[src/rtl/seq_divider.sv]
// Multi-cycle unsigned restoring divider: one quotient bit per clock on a start/done handshake.
// Quotient, remainder and divide-by-zero flag are registered and held until the next done.
module seq_divider #(
  parameter int WIDTH = 8
) (
  input  logic             clk,
  input  logic             rst,
  input  logic             start,
  input  logic [WIDTH-1:0] dividend,
  input  logic [WIDTH-1:0] divisor,
  output logic             busy,
  output logic             done,
  output logic [WIDTH-1:0] quotient,
  output logic [WIDTH-1:0] remainder,
  output logic             div_by_zero
);

  localparam int CW = $clog2(WIDTH + 1);

  typedef enum logic [1:0] {IDLE, CALC, DONE} state_t;

  state_t           state;
  logic [CW-1:0]    cnt;
  logic [WIDTH:0]   prem;
  logic [WIDTH-1:0] dq;
  logic [WIDTH-1:0] dvs;
  logic [2*WIDTH:0] nxt;

  // One restoring step on {partial remainder, dividend shift}. The trial
  // subtraction is widened by one bit so its sign lands in a dedicated MSB.
  function automatic logic [2*WIDTH:0] div_step(
    input logic [WIDTH:0]   pr,
    input logic [WIDTH-1:0] d,
    input logic [WIDTH-1:0] dv
  );
    logic [WIDTH+1:0] sh;
    logic [WIDTH+1:0] trial;
    sh    = {pr, d[WIDTH-1]};
    trial = sh - {2'b00, dv};
    if (!trial[WIDTH+1])
      return {trial[WIDTH:0], d[WIDTH-2:0], 1'b1};
    else
      return {sh[WIDTH:0], d[WIDTH-2:0], 1'b0};
  endfunction

  always_comb begin
    nxt = div_step(prem, dq, dvs);
  end

  always_ff @(posedge clk or posedge rst) begin
    if (rst) begin
      state       <= IDLE;
      cnt         <= '0;
      prem        <= '0;
      dq          <= '0;
      dvs         <= '0;
      busy        <= 1'b0;
      done        <= 1'b0;
      quotient    <= '0;
      remainder   <= '0;
      div_by_zero <= 1'b0;
    end else begin
      done <= 1'b0;
      case (state)
        IDLE: begin
          if (start) begin
            busy <= 1'b1;
            if (divisor == '0) begin
              quotient    <= '1;
              remainder   <= dividend;
              div_by_zero <= 1'b1;
              done        <= 1'b1;
              state       <= DONE;
            end else begin
              dq    <= dividend;
              dvs   <= divisor;
              prem  <= '0;
              cnt   <= CW'(WIDTH);
              state <= CALC;
            end
          end
        end
        CALC: begin
          prem <= nxt[2*WIDTH:WIDTH];
          dq   <= nxt[WIDTH-1:0];
          cnt  <= cnt - CW'(1);
          // Final step: publish the freshly computed bits directly.
          if (cnt == CW'(1)) begin
            quotient    <= nxt[WIDTH-1:0];
            remainder   <= nxt[2*WIDTH-1:WIDTH];
            div_by_zero <= 1'b0;
            done        <= 1'b1;
            state       <= DONE;
          end
        end
        DONE: begin
          busy  <= 1'b0;
          state <= IDLE;
        end
        default: begin
          busy  <= 1'b0;
          state <= IDLE;
        end
      endcase
    end
  end

endmodule

[config.mk]
export PLATFORM = sky130hd
export DESIGN_NAME = seq_divider
export DESIGN_NICKNAME = d
export VERILOG_FILES = /design/src/rtl/seq_divider.sv
export SDC_FILE = /design/constraint.sdc
export NUM_CORES = 1
export LEC_CHECK = 0
export CAP_MARGIN = 10
export CORE_ASPECT_RATIO = 0.8
export CORE_MARGIN = 1
export CORE_UTILIZATION = 30
export CTS_CLUSTER_DIAMETER = 50
export DETAILED_ROUTE_END_ITERATION = 10
export PLACE_DENSITY = 0.48
export SYNTH_ARGS = -nofsm -noshare
export SYNTH_HDL_FRONTEND = slang
export SYNTH_SLANG_ARGS = --single-unit
export TNS_END_PERCENT = 100
[constraint.sdc]
create_clock -name clk -period 4.5 [get_ports clk]
set_clock_uncertainty 0.15 [all_clocks]
set_input_delay 1.125 -clock clk [delete_from_list [all_inputs] [get_ports clk]]
set_output_delay 1.125 -clock clk [all_outputs]
set_load 0.05 [all_outputs]
==> impl_metrics.yaml <==
run_status:
  status: "finished clean"
sta:
  post-route-period-util: 0.683
  maxSlewHeadroom: 0.275
  rsz0062_at_grt: "no"
  fmax_mhz: 326
  tns_ns: 0
  slew_viol_final: 0
  finalSetupViolCount: 0
  min_period_ns: 3.07
  holdWs_ns: 0.358
  worst-slew-pin-transition_ns: 1.09
  hold_violations: 0
critical_path:
  cp.required_ns: 4.51
  arrival_ns: 3.08
  end_kind: "flop"
  crit_path_start_kind: "primary input"
  crit_fanout: 19
  critPathKind: "in2reg"
cts:
  clk-insertion-delay-late_ns: 0.28
  cts.sinks: 50
  cts_buffers: 5
  tritoncts: "yes"
  clockBufferDepth: 2
  cts_hold_buffers: 0
  root_buffer: "clkbuf_16"
  cts-htree-levels: 2
  cts_resized: 0
  post-cts-setup-buffer-count: 0
  clk_pin_slew_ns: 0.07
placement:
  placed_area_um2: 3240
  port_buffers: 37
  place_hpwl_um: 5290
  place_congestion: 0.762
synthesis:
  yosys_register_bits: 50
  syn_avg_cell_area_um2: 9.28
  yosys.area.top_type: "dfrtp_1"
  syn_area_um2: 2770
  async_reset_ff_frac: 1.00
  yosysMostFrequentCell: "nand2_1"
  ys_warn_count: 0
  synth_compound_area_frac: 0.227
  synth-simple-area-share: 0.189
  synth_common_cells: "nand2_1 (53), dfrtp_1 (50), o21ai_0 (27)"
  synth.mux.area_fraction: 0.0158
  synth.distinct_cells: 50
  synthAdderAreaFrac: 0.0525
  synth_nets: 328
  synthXorXnorAreaFrac: 0.0222
  synth-edff-count: 0
  yosysTopAreaCellShare: 0.452
  synthCells: 298
  synthFlopType: "dfrtp_1"
  synth_top_family_by_area: "compound AO/OA/AOI/OAI gates"
  synthTopCellsByArea: "dfrtp_1 (45%), nand2_1 (7.2%), o21ai_0 (4.9%)"
  yosysSeqAreaShare: 0.452
die:
  fp-row-count: 30
  initial_core_util: 0.318
  fp.dieW_um: 109
  die_h_um: 87.9
  core_area_um2: 8710
  io-pin-count: 38
  die_area_um2: 9610
detailed_routing:
  viasPerCell: 4.99
  routedWlPerCell_um: 15.8
  drtIter0Drc: 126
  ant_nets: 0
  first_pass_iters: 4
  num_vias: 2226
  routed_wl_um: 7050
  drc: 0
global_routing:
  grt-ovfl-total: 0
  grt_pass1_wl_um: 11900
  grt_pass1_vias: 2225
  antenna_found_initial: 0
  grt_max_degree: 42
  grt_use_total: 0.164
finish:
  fin_area_um2: 3410
  fill_cells: 881
  synthToLayoutAreaGrowth_pct: 23.3
  antenna_cells: 0
  nets: 363
  drive_above_1_share: 0.0868
min_path:
  hold_path.class: "reg2reg"
job:
  cap_violations: 0
-- cells in the final DEF, fill, tap and decap left out, types with 4 or more instances in the layout --
cell type / netlist / layout
clkbuf_16: 0 / 5
nor3_1: 7 / 7
clkdlybuf4s50_1: 0 / 37
nand3_1: 5 / 5
and2_1: 4 / 4
a21oi_1: 10 / 10
inv_1: 16 / 15
o21ai_1: 5 / 5
a211oi_1: 4 / 4
a21o_1: 6 / 6
nand2_1: 53 / 53
xnor2_1: 6 / 6
o22a_1: 9 / 9
dfrtp_1: 50 / 50
ha_1: 10 / 10
o21ai_0: 27 / 27
a31oi_1: 9 / 9
nor2_1: 23 / 23
-- critical path, stage by stage --
cell and delay (ns):
clkdlybuf4s50_1 0.46, nor4_2 0.30, nand2_1 0.27, a211oi_2 0.37, buf_4 0.30, nand2_1 0.08, o21ai_0 0.07, o21ai_0 0.09
-- final cells by class --
| cell class | count | area (um^2) | area share |
|---|---|---|---|
| Clock buffer | 6 | 129 | 0.0378 |
| Clock inverter | 2 | 37.5 | 0.0110 |
| Inverter | 16 | 60.1 | 0.0176 |
| Multi-Input combinational cell | 220 | 1400 | 0.410 |
| Sequential cell | 50 | 1250 | 0.367 |
| Tap cell | 112 | 140 | 0.0411 |
| Timing Repair Buffer | 40 | 393 | 0.115 |
-- routing by layer --
layer,vias to the layer above,wire (um),share of wire,track usage
met3,4,207,0.029,0.0260
met4,0,44,0.0062,0.0327
met5,-,0,0,0
met2,36,2780,0.39,0.226
met1,1067,4010,0.57,0.263
li1,1119,-,-,-
-- flip-flops by register name, indices dropped and copies added, names as in the netlist --
| signal | flops |
|---|---|
| remainder | 8 |
| busy | 1 |
| quotient | 8 |
| div_by_zero | 1 |
| prem | 9 |
| done | 1 |
| dvs | 8 |
| cnt | 4 |
| state | 2 |
| dq | 8 |
-- path summary, 6_finish.rpt --
check | start | endpoint | slack (ns) | depth (start not counted)
max | divisor[0] | remainder[3] | 1.43 | 8
min | div_by_zero | div_by_zero | 0.36 | 2
max reg2reg | dq[7] | prem[8] | 1.78 | 9
min reg2reg | div_by_zero | div_by_zero | 0.36 | 2
max in group asynchronous | rst | dvs[0] | 2.32 | 3
min in group asynchronous | rst | prem[6] | 1.19 | 2
-- kinds of logic after synthesis --
kind of cell	count (synthesis)
DFF	50
xor gates and xnor gates	7
buffers and inverters	28
adders and majority gates	11
AOI/OAI and AO/OA	89
muxes	4
and+or+nand+nor	109
-- through the flow --
| step | utilization | cells | setup slack (ns) |
|---|---|---|---|
| after CTS | 0.392 | 446 | 1.39 |
| after global routing | 0.392 | 446 | 1.19 |
| final | 0.392 | 446 | 1.43 |
| after floorplan | - | 298 | 1.92 |
| after detailed placement | 0.373 | 438 | 1.10 |
| after global placement | 0.373 | 438 | 1.11 |
Power is left out: the tool's default activity adds up to more than one toggle a clock period on the data nets, which glitch-free logic cannot reach.
